<file path="src/rtl/stage_fifo_if.sv">
// Bus bundle between the stage FIFO and its producer/consumer/control logic.
// master = the surrounding datapath; slave = the FIFO.
interface stage_fifo_if #(
  parameter int BUS_WIDTH = 8,
  parameter int DEPTH     = 8
);
  localparam int CW = $clog2(DEPTH) + 1;

  logic                 clr;
  logic                 wr_en;
  logic [BUS_WIDTH-1:0] wr_data;
  logic                 rd_en;
  logic [BUS_WIDTH-1:0] rd_data;
  logic                 rd_valid;
  logic                 full;
  logic                 almost_full;
  logic                 empty;
  logic [CW-1:0]        count;
  logic                 overflow;
  logic                 underflow;

  modport master (
    output clr, wr_en, wr_data, rd_en,
    input  rd_data, rd_valid, full, almost_full, empty, count, overflow, underflow
  );

  modport slave (
    input  clr, wr_en, wr_data, rd_en,
    output rd_data, rd_valid, full, almost_full, empty, count, overflow, underflow
  );
endinterface

</file>
<file path="src/rtl/stage_fifo.sv">
// Buffering FIFO feeding the enabled register bank: registered read data with a
// one-cycle rd_valid pulse, registered status flags and sticky error flags.
module stage_fifo #(
  parameter int BUS_WIDTH = 8,
  parameter int DEPTH     = 8,
  parameter int AF_LEVEL  = 6
) (
  input  logic         clk,
  input  logic         rst_n,
  stage_fifo_if.slave  bus
);
  localparam int AW = $clog2(DEPTH);
  localparam int CW = AW + 1;

  logic [1:0]           rst_sync;
  logic                 rst_i_n;
  logic [BUS_WIDTH-1:0] mem [DEPTH];
  logic [AW-1:0]        wr_ptr;
  logic [AW-1:0]        rd_ptr;
  logic                 wr_acc;
  logic                 rd_acc;
  logic [CW-1:0]        count_nxt;

  // Assert asynchronously, release two edges after rst_n rises.
  always_ff @(posedge clk or negedge rst_n) begin
    if (!rst_n) rst_sync <= '0;
    else        rst_sync <= {rst_sync[0], 1'b1};
  end
  assign rst_i_n = rst_sync[1];

  always_comb begin
    wr_acc    = bus.wr_en && !bus.full  && !bus.clr;
    rd_acc    = bus.rd_en && !bus.empty && !bus.clr;
    count_nxt = bus.count;
    if (bus.clr) count_nxt = '0;
    else         count_nxt = bus.count + CW'(wr_acc) - CW'(rd_acc);
  end

  always_ff @(posedge clk) begin
    if (wr_acc) mem[wr_ptr] <= bus.wr_data;
  end

  always_ff @(posedge clk or negedge rst_i_n) begin
    if (!rst_i_n) begin
      wr_ptr          <= '0;
      rd_ptr          <= '0;
      bus.count       <= '0;
      bus.rd_data     <= '0;
      bus.rd_valid    <= 1'b0;
      bus.full        <= 1'b0;
      bus.almost_full <= 1'b0;
      bus.empty       <= 1'b1;
      bus.overflow    <= 1'b0;
      bus.underflow   <= 1'b0;
    end else begin
      bus.count       <= count_nxt;
      bus.full        <= (count_nxt == CW'(DEPTH));
      bus.almost_full <= (count_nxt >= CW'(AF_LEVEL));
      bus.empty       <= (count_nxt == '0);
      bus.rd_valid    <= rd_acc;
      if (bus.clr) begin
        wr_ptr        <= '0;
        rd_ptr        <= '0;
        bus.overflow  <= 1'b0;
        bus.underflow <= 1'b0;
      end else begin
        if (wr_acc) wr_ptr <= wr_ptr + 1'b1;
        if (rd_acc) begin
          rd_ptr      <= rd_ptr + 1'b1;
          bus.rd_data <= mem[rd_ptr];
        end
        if (bus.wr_en && bus.full)  bus.overflow  <= 1'b1;
        if (bus.rd_en && bus.empty) bus.underflow <= 1'b1;
      end
    end
  end
endmodule

</file>
<file path="src/flat_wrapper.sv">
// flat-port wrapper written by rule: the top's interface ports become plain ports
module stage_fifo_flat 
#(
  parameter int BUS_WIDTH = 8,
  parameter int DEPTH     = 8,
  parameter int AF_LEVEL  = 6
)
  (clk, rst_n, bus_clr, bus_wr_en, bus_wr_data, bus_rd_en, bus_rd_data, bus_rd_valid, bus_full, bus_almost_full, bus_empty, bus_count, bus_overflow, bus_underflow);
  stage_fifo_if #(.BUS_WIDTH(BUS_WIDTH), .DEPTH(DEPTH)) bus_i ();
  input  logic clk;
  input  logic rst_n;
  input wire logic [$bits(bus_i.clr)-1:0] bus_clr;
  input wire logic [$bits(bus_i.wr_en)-1:0] bus_wr_en;
  input wire logic [$bits(bus_i.wr_data)-1:0] bus_wr_data;
  input wire logic [$bits(bus_i.rd_en)-1:0] bus_rd_en;
  output wire logic [$bits(bus_i.rd_data)-1:0] bus_rd_data;
  output wire logic [$bits(bus_i.rd_valid)-1:0] bus_rd_valid;
  output wire logic [$bits(bus_i.full)-1:0] bus_full;
  output wire logic [$bits(bus_i.almost_full)-1:0] bus_almost_full;
  output wire logic [$bits(bus_i.empty)-1:0] bus_empty;
  output wire logic [$bits(bus_i.count)-1:0] bus_count;
  output wire logic [$bits(bus_i.overflow)-1:0] bus_overflow;
  output wire logic [$bits(bus_i.underflow)-1:0] bus_underflow;
  assign bus_i.clr = bus_clr;
  assign bus_i.wr_en = bus_wr_en;
  assign bus_i.wr_data = bus_wr_data;
  assign bus_i.rd_en = bus_rd_en;
  assign bus_rd_data = bus_i.rd_data;
  assign bus_rd_valid = bus_i.rd_valid;
  assign bus_full = bus_i.full;
  assign bus_almost_full = bus_i.almost_full;
  assign bus_empty = bus_i.empty;
  assign bus_count = bus_i.count;
  assign bus_overflow = bus_i.overflow;
  assign bus_underflow = bus_i.underflow;
  stage_fifo #(.BUS_WIDTH(BUS_WIDTH), .DEPTH(DEPTH), .AF_LEVEL(AF_LEVEL)) u_core (.clk(clk), .rst_n(rst_n), .bus(bus_i));
endmodule
</file>
<file path="config.mk">
export PLATFORM = sky130hd
export DESIGN_NAME = stage_fifo_flat
export DESIGN_NICKNAME = d
export VERILOG_FILES = /design/src/rtl/stage_fifo_if.sv /design/src/rtl/stage_fifo.sv /design/src/flat_wrapper.sv
export SDC_FILE = /design/constraint.sdc
export NUM_CORES = 1
export LEC_CHECK = 0
export BUFFER_PORTS_ARGS = -buffer_cell sky130_fd_sc_hd__buf_4
export CAP_MARGIN = 20
export CORE_ASPECT_RATIO = 0.5
export CORE_MARGIN = 5
export CORE_UTILIZATION = 40
export DETAILED_ROUTE_END_ITERATION = 6
export PLACE_DENSITY_LB_ADDON = 0.12
export REMOVE_ABC_BUFFERS = 1
export SETUP_SLACK_MARGIN = 0.15
export SYNTH_ARGS = -nofsm -noshare
export SYNTH_HDL_FRONTEND = slang
export SYNTH_SLANG_ARGS = --single-unit
</file>
<file path="constraint.sdc">
create_clock -name clk -period 0.8 [get_ports clk]
set_input_delay 0.12 -clock clk [delete_from_list [all_inputs] [get_ports clk]]
set_output_delay 0.12 -clock clk [all_outputs]
set_load 0.01 [all_outputs]
</file>
; Word-level counts from Yosys, hierarchy flattened
; Memories as Yosys holds them, arrays and structs flattened. A register that Yosys moved wholly into a read port is not among the register bits.
; Cells that the tools add are included.
[word_totals]
regBits = 18
ram_bits = 64
inputBits = 13
out_inout_bits = 18
wordCells = 45
n_memories = 1
[classes]
add_sub_neg = 4
n_lt_le_gt_ge = 1
n_eq_ne = 1
mux = 11
bitwise = 1
reduce_logical = 16
[memory_table]
columns = memory, depth, width, read_ports, rd_clocked_by_memory_dff, write_ports, line
row1 = u_core.mem, 8, 8, 1, 1, 1, stage_fifo.sv:17  ; logic [BUS_WIDTH-1:0] mem [DEPTH];
[op_table]
columns = cell, count
row1 = $mux W3, 4
row2 = $reduce_bool A2 Y1, 4
row3 = $add A3 B1 Y3 const B, 2
row4 = $logic_and A1 B1 Y1, 6
row5 = $mux W1, 6
row6 = $add A4 B1 Y4, 1
row7 = $eq A4 B4 Y1 const B, 1
row8 = $ge A4 B3 Y1 const B, 1
row9 = $logic_not A1 Y1, 4
row10 = $logic_not A4 Y1, 1
row11 = $mux W4, 1
row12 = $sub A4 B1 Y4, 1
row13 = $reduce_and A2 Y1, 1
row14 = $not A1 Y1, 1

; Logic depth before layout (Yosys ltp)
; Gate-level depths: netlist of the first run.
[depth]
word_depth = 7
mapped_depth = 11
mapped_depth_nobuf = 10

; Worst setup path after synthesis of the first run
; Ideal clock, no wire load.
[synth_path]
kind = reg-to-reg
from = reg u_core.bus.empty
to = reg u_core.bus.almost_full
setup_ns = 0.135
arrival_time_ns = 2.245
t_required_ns = 0.665
setup_slack_ns = -1.580
stages_incl_launch_ff = 12
n_path_buf = 1
synth_period_minus_slack_ns = 2.380
cell_sequence = dfstp_2 -> nor2b_2 -> nand2b_1 -> buf_2 -> inv_2 -> ha_1 -> inv_1 -> ha_1 -> fa_1 -> xnor2_1 -> nand2b_1 -> a21oi_1
[synth_via]
elab_chain_len = 6
[synth_lines]
columns = item, line
row1 = from (decl), stage_fifo_if.sv:29  ; output rd_data, rd_valid, full, almost_full, empty, count, overflow, underflow
row2 = from (signal assigned), stage_fifo.sv:59  ; bus.empty <= (count_nxt == '0);
row3 = $logic_not A1 Y1, stage_fifo.sv:33  ; rd_acc = bus.rd_en && !bus.empty && !bus.clr;
row4 = $logic_and A1 B1 Y1 (2 in series), stage_fifo.sv:33
row5 = via u_core.rd_acc, stage_fifo.sv:21  ; logic rd_acc;
row6 = $sub A4 B1 Y4, stage_fifo.sv:36  ; else count_nxt = bus.count + CW'(wr_acc) - CW'(rd_acc);
row7 = $mux W4, stage_fifo.sv:35  ; if (bus.clr) count_nxt = '0;
row8 = $ge A4 B3 Y1, stage_fifo.sv:58  ; bus.almost_full <= (count_nxt >= CW'(AF_LEVEL));
row9 = to (signal assigned), stage_fifo.sv:58
row10 = to (decl), stage_fifo_if.sv:29
; The timed path passes the listed nets, and every way through them passes these cells.
; A chain may end at the register's enable or synchronous reset.

; Final worst setup path of the first run
[layout_path]
from = reg u_core.bus.empty
to = reg u_core.bus.empty
[layout_via]
elab_chain_len = 6
[layout_lines]
columns = item, line
row1 = $logic_not A1 Y1, stage_fifo.sv:33
row2 = $logic_and A1 B1 Y1 (2 in series), stage_fifo.sv:33
row3 = via u_core.rd_acc, stage_fifo.sv:21
row4 = $sub A4 B1 Y4, stage_fifo.sv:36
row5 = $mux W4, stage_fifo.sv:35
row6 = $logic_not A4 Y1, stage_fifo.sv:59
; The timed path passes the listed nets, and every way through them passes these cells.

==> flow_summary.toml, run 1 <==
[floorplanning]
coreArea_mm2 = 0.00880
die_h_um = 77.4
dieArea_mm2 = 0.0112
die_width_um = 145
initial_core_util_pct = 41.3
rows = 24
io_pins = 31

[route]
drc = 0
wire_per_inst_um = 17.7
first_iter_violations = 97
vias = 2251
ant_nets = 0
drt_wl_total_um = 8160
vias_per_cell = 4.88
firstDrtPassIters = 4

[clock_tree]
cts_max_path_buffers = 2
clkTransAtPathRegs_ns = 0.07
clk_latency_ns = 0.34
cts_max_level = 3
root_buffer = "clkbuf_16"
clock-sinks = 90
cts_buffers = 9
cts_tree = "built"

[run_status]
status = "complete, but fails checks"
violations = "setup timing"

[finish]
nNetsFinal = 358
drive_gt1_share_pct = 42.0
syn2layout_area_growth_pct = 42.7
final_core_util_pct = 59.0
finalInstanceArea_mm2 = 0.00519

[pwr]
p_int_mw = 11.3
p_per_area_mw_per_mm2 = 3060
pwr-share-clk_pct = 25.2
pwr-share-comb_pct = 37.3
ir_drop_mv = 1.91
leakage_nw = 2.02
switching_power_mw = 4.59
switching_share_pct = 28.9
total_power_mw = 15.9
power_frac_seq_pct = 37.5

[global_routing]
grt_pass1_vias = 2359
grt_pass1_wl_um = 12800
grt_usage_pct = 15.8
antenna_found_initial = 1
overflow = 0
grt_max_degree = 25

[yosys]
syn_avg_cell_area_um2 = 15.2
async_flop_share_pct = 28.9
syn_area_mm2 = 0.00364
postSynthCellCount = 240
synthFlopType = "edfxtp_1"
yosysSeqAreaShare_pct = 70.8
synth_cell_type_count = 31
synth_edf_count = 64
synth-seq-cells = 90
yosysWarnings = 0

[placement]
place_congestion = 0.768
port_buffers = 30
placed_area_mm2 = 0.00422
dp_hpwl_um = 4520

[timing]
rsz0062_at_grt = "true"
period_share_pct = 256
setup_viol = 106
worst_clock_skew_ns = 0.00621
final_max_slew_viol_count = 0
hold_viol_final = 0
max_freq_mhz = 489
setup_ws_ns = -1.25
min_period_ns = 2.05

[critical_path]
cp_data_required_time_ns = 1.08
path_class = "reg2reg"
arrival_ns = 2.32
end_kind = "flip-flop"
cp-start-kind = "flip-flop"
crit_fanout = 3

[job]
cap_violations = 0

[worst_hold_path]
hp-class = "in2reg"
## synthesized netlist by cell type (all sizes together), types with 3 or more instances
master | instances | area (um2)
xnor2 | 3 | 26.3
mux2i | 34 | 340
clkbuf | 3 | 11.3
nand3 | 8 | 40.0
nor3 | 3 | 20.0
ha | 6 | 75.1
nand2 | 20 | 75.1
nand2b | 5 | 31.3
buf | 7 | 77.6
a22oi | 16 | 120
inv | 6 | 22.5
nor2 | 19 | 71.3
xor2 | 4 | 35.0
a21oi | 4 | 23.8
dfrtp | 25 | 626
nor2b | 5 | 33.8
edfxtp | 64 | 1920
## cells by family after synthesis
| group | after synthesis | share of synthesized area, % |
|---|---|---|
| compound gates | 22 | 4.40 |
| xor+xnor | 7 | 1.69 |
| fa+ha+maj | 7 | 2.61 |
| buf+inv | 16 | 3.06 |
| flops | 90 | 70.8 |
| mux | 34 | 9.36 |
| other cells | 1 | 0.103 |
| simple gates | 63 | 8.02 |
## metrics by stage
| step | setup WS (ns) | setup TNS, ns | hold WS [ns] | instances |
|---|---|---|---|---|
| 4_1_cts | -1.25 | -74.15 | -0.00567 | 448 |
| 6_report | -1.25 | -74.19 | 0.00210 | 461 |
| 3_3_place_gp | -1.39 | -69.98 | -0.0974 | 412 |
| 3_5_place_dp | -1.44 | -69.84 | -0.0962 | 412 |
| 2_1_floorplan | -1.61 | -81.24 | -0.176 | 230 |
| 5_1_grt | -1.35 | -80.38 | 0.000309 | 461 |
## power groups by stage
stage / combinational, mW / sequential, mW / clock, mW
floorplan: 1.63 / 6.33 / 0
global route: 6.38 / 6.03 / 4.31
global placement: 3.62 / 5.95 / 0
detailed placement: 3.69 / 5.96 / 0
finish: 5.92 / 5.97 / 4.01
CTS: 5.35 / 5.96 / 4.09
## worst paths after layout
path                       depth (start not counted)                  end               start  slack [ns]
max                                                9     u_core.bus.empty    u_core.bus.empty       -1.25
max reg2reg                                        9     u_core.bus.empty    u_core.bus.empty       -1.25
max in group asynchronous                          1     u_core.bus.empty  u_core.rst_sync[1]        0.35
min                                                1     u_core.mem[1][6]      bus_wr_data[6]       0.002
min reg2reg                                        1  u_core.bus.count[2]  u_core.rst_sync[1]        0.22
min in group asynchronous                          2   u_core.rst_sync[0]               rst_n        0.08
## worst max-delay path, stage by stage (launching register included)
cell,delay [ns]
dfstp_2,0.53
nor2b_2,0.04
nand2b_1,0.09
inv_2,0.06
ha_4,0.25
inv_2,0.04
ha_4,0.15
fa_2,0.56
nor2_2,0.04
a31o_1,0.21
## flip-flops by register name (all words and copies together), names as in the netlist
signal / count
u_core.bus.almost_full: 1
u_core.bus.count: 4
u_core.bus.empty: 1
u_core.bus.full: 1
u_core.bus.overflow: 1
u_core.bus.rd_data: 8
u_core.bus.rd_valid: 1
u_core.bus.underflow: 1
u_core.mem: 64
u_core.rd_ptr: 3
u_core.rst_sync: 2
u_core.wr_ptr: 3
## repair_timing
item                                    4_1_cts  5_1_grt
setup buffers                                15       12
resized for setup                            77        9
hold buffers                                  1        0
endpoints found under the setup margin      106      106
hold endpoints to repair                     26        0
cloned                                        4        0
pin swaps                                    35       19
## placed cells by master, fill, tap and decap left out, types with 4 or more instances in the layout
master and instances:
buf_4 46, buf_6 40, nor2_1 14, nand2_1 19, edfxtp_1 64, mux2i_1 33, a22oi_1 14, ha_4 4
nand3_1 8, nand2b_1 4, clkbuf_16 9, dfrtp_1 22
## layer usage
metal	global-route usage, %	up-vias	part of all wire (%)
met3	4.73	13	4.7
met1	20.8	1113	46
li1	-	1076	-
met4	5.59	0	1.4
met5	0	-	0
met2	25.1	49	48
## area by class of cell
| type | count | area [um2] |
|---|---|---|
| Inverter | 6 | 22.5 |
| Timing Repair Buffer | 97 | 1030 |
| Fill cell | 684 | 3610 |
| Clock inverter | 6 | 57.6 |
| Antenna cell | 1 | 2.50 |
| Clock buffer | 10 | 229 |
| Sequential cell | 90 | 2580 |
| Multi-Input combinational cell | 134 | 1130 |
| Tap cell | 117 | 146 |
Power figures use the tool's default switching activity.
==> run 2, diff against run 1 <==
Settings changed: ABC_AREA set to 1.
==> flow_summary.toml, run 2 <==
[run_status]
status = "complete, but fails checks"
violations = "setup timing"

[timing]
min_period_ns = 2.10
final_max_slew_viol_count = 0
tns_ns = -62.59
worst_clock_skew_ns = 0.00420
setup_ws_ns = -1.30
period_share_pct = 263
rsz0062_at_grt = "true"
setup_viol = 106
max_freq_mhz = 475
hold_viol_final = 0

[global_routing]
antenna_found_initial = 0
grt_pass1_wl_um = 15300
grt_pass1_vias = 3013
grt_max_degree = 29
grt_usage_pct = 17.2
overflow = 0

[worst_hold_path]
hp-class = "in2reg"
holdPathStages = 1

[pwr]
leakage_nw = 2.59
ir_drop_mv = 1.59
p_per_area_mw_per_mm2 = 2920

[yosys]
synth-seq-cells = 90
synth_top_area_share_pct = 49.1
async_flop_share_pct = 28.9
synth_edf_count = 64
yosysSeqAreaShare_pct = 65.8
syn_area_mm2 = 0.00391
synth_area_leaders = "edfxtp_1, dfrtp_1, nand2_1"
synth_cell_type_count = 21
ys_top_cells_by_count = "nand2_1, inv_1, edfxtp_1"
yosys.area.top_type = "edfxtp_1"
syn_avg_cell_area_um2 = 10.2
synthFlopType = "edfxtp_1"
yosysMostFrequentCell = "nand2_1"
yosysWarnings = 0
postSynthCellCount = 383

[critical_path]
path_class = "reg2reg"
slowest_stage = "dfstp_2"
cp-start-kind = "flip-flop"
worst-path-stages = 12
end_kind = "flip-flop"
r2r.worst_path.cells = 12
crit_fanout = 2
arrival_ns = 2.34
path_buf_inv = 5
slowest_delay_ns = 0.54
cpMostUsedCell = "inv_2"
cp_data_required_time_ns = 1.03
crit_chain = "inv_2 > nand3_4 > inv_4 > ha_4 > inv_2 > ha_4 > fa_2 > inv_2 > a21oi_2 > nor2_2 > inv_1 > nor2_1"
critPathTopFamily = "adder cells"

[clock_tree]
cts_max_level = 3
root_buffer = "clkbuf_16"
cts_max_path_buffers = 2
clk_latency_ns = 0.34
clkTransAtPathRegs_ns = 0.06
cts_tree = "built"
cts_buffers = 9
clock-sinks = 90

[finish]
fill_cells = 772
antenna_cells = 0
nNetsFinal = 515
layout.cells.non_filler = 635
final_common_cell = "nand2_1"
largest_reg_flops = 64
drive_gt1_share_pct = 40.6
final_cell_mix = "nand2_1, edfxtp_1, inv_1"
final_core_util_pct = 61.5
largest-register = "u_core.mem"
reg_top3 = "u_core.mem: 64 flops, u_core.bus.rd_data: 8 flops, u_core.bus.count: 4 flops"
syn2layout_area_growth_pct = 49.1

[placement]
dp.cells = 584
place_congestion = 0.771
dp_hpwl_um = 5790
port_buffers = 30
pre_cts_ws_ns = -1.36

[floorplanning]
io_pins = 31
rows = 25
die_h_um = 79.9
initial_core_util_pct = 41.3
dieArea_mm2 = 0.0120
coreArea_mm2 = 0.00948
die_width_um = 150

[route]
met3_length_um = 564
drc = 0
first_iter_violations = 172
wl_met1_um = 4250
routed-wl-met2_um = 4860
vias_per_cell = 4.55
wire_per_inst_um = 15.3
ant_nets = 0
drt_wl_total_um = 9700
firstDrtPassIters = 4
vias = 2888
routed.top_layer = "met4"

[job]
cap_violations = 0
==> run 2: worst paths after layout <==
check	slack, ns	start	to
min reg2reg	0.22	u_core.rst_sync[1]	u_core.wr_ptr[1]
max in group asynchronous	0.35	u_core.rst_sync[1]	u_core.bus.empty
max	-1.30	u_core.bus.empty	u_core.bus.full
max reg2reg	-1.30	u_core.bus.empty	u_core.bus.full
min	0.01	bus_wr_data[6]	u_core.mem[3][6]
min in group asynchronous	0.10	rst_n	u_core.rst_sync[0]
==> run 2: where the power goes <==
part	switching (mW)	internal, mW	leakage, nW
clock	1.74	3.05	0.166
combinational	2.92	3.45	1.52
sequential	0.341	5.52	0.908
==> run 2: per-stage QoR <==
step,cell area [um2],hold slack [ns],power [mW]
detailed placement,4610,-0.0964,9.66
CTS,5550,0.00157,16.2
floorplan,3800,-0.176,7.68
finish,5830,0.0125,17.0
global placement,4610,-0.0972,9.56
global route,5830,0.0100,17.9
==> run 2: final cells by class <==
cell class	count	area, um2	area share [%]
Clock buffer	9	225	3.86
Clock inverter	7	116	1.99
Sequential cell	90	2580	44.2
Timing Repair Buffer	113	1170	20.1
Multi-Input combinational cell	210	1300	22.2
Inverter	71	277	4.74
Tap cell	135	169	2.90
==> run 2: cell families (layout without fill, tap and decap cells) <==
logic type / after synthesis / count (layout) / synth area share (%)
adder cells (fa/ha/maj): 7 / 7 / 2.43
AND/OR/NAND/NOR: 190 / 190 / 20.4
flip-flops: 90 / 90 / 65.8
other: 1 / 1 / 0.0958
AO/OA/AOI/OAI: 12 / 12 / 1.53
buffers and inverters: 83 / 200 / 9.72
==> run 2: layer usage <==
metal,global-route usage (%),vias to the layer above
met5,0,-
met4,4.93,0
met3,4.42,2
met2,29.0,63
met1,22.3,1379
li1,-,1444
==> run 2: what timing repair did <==
action / 4_1_cts / 5_1_grt
hold endpoints to repair: 2 / 0
setup endpoints to repair: 106 / 106
setup buffers: 21 / 11
pin swaps: 17 / 17
gates resized for setup: 110 / 49
gates cloned: 1 / 1
hold buffers: 1 / 0
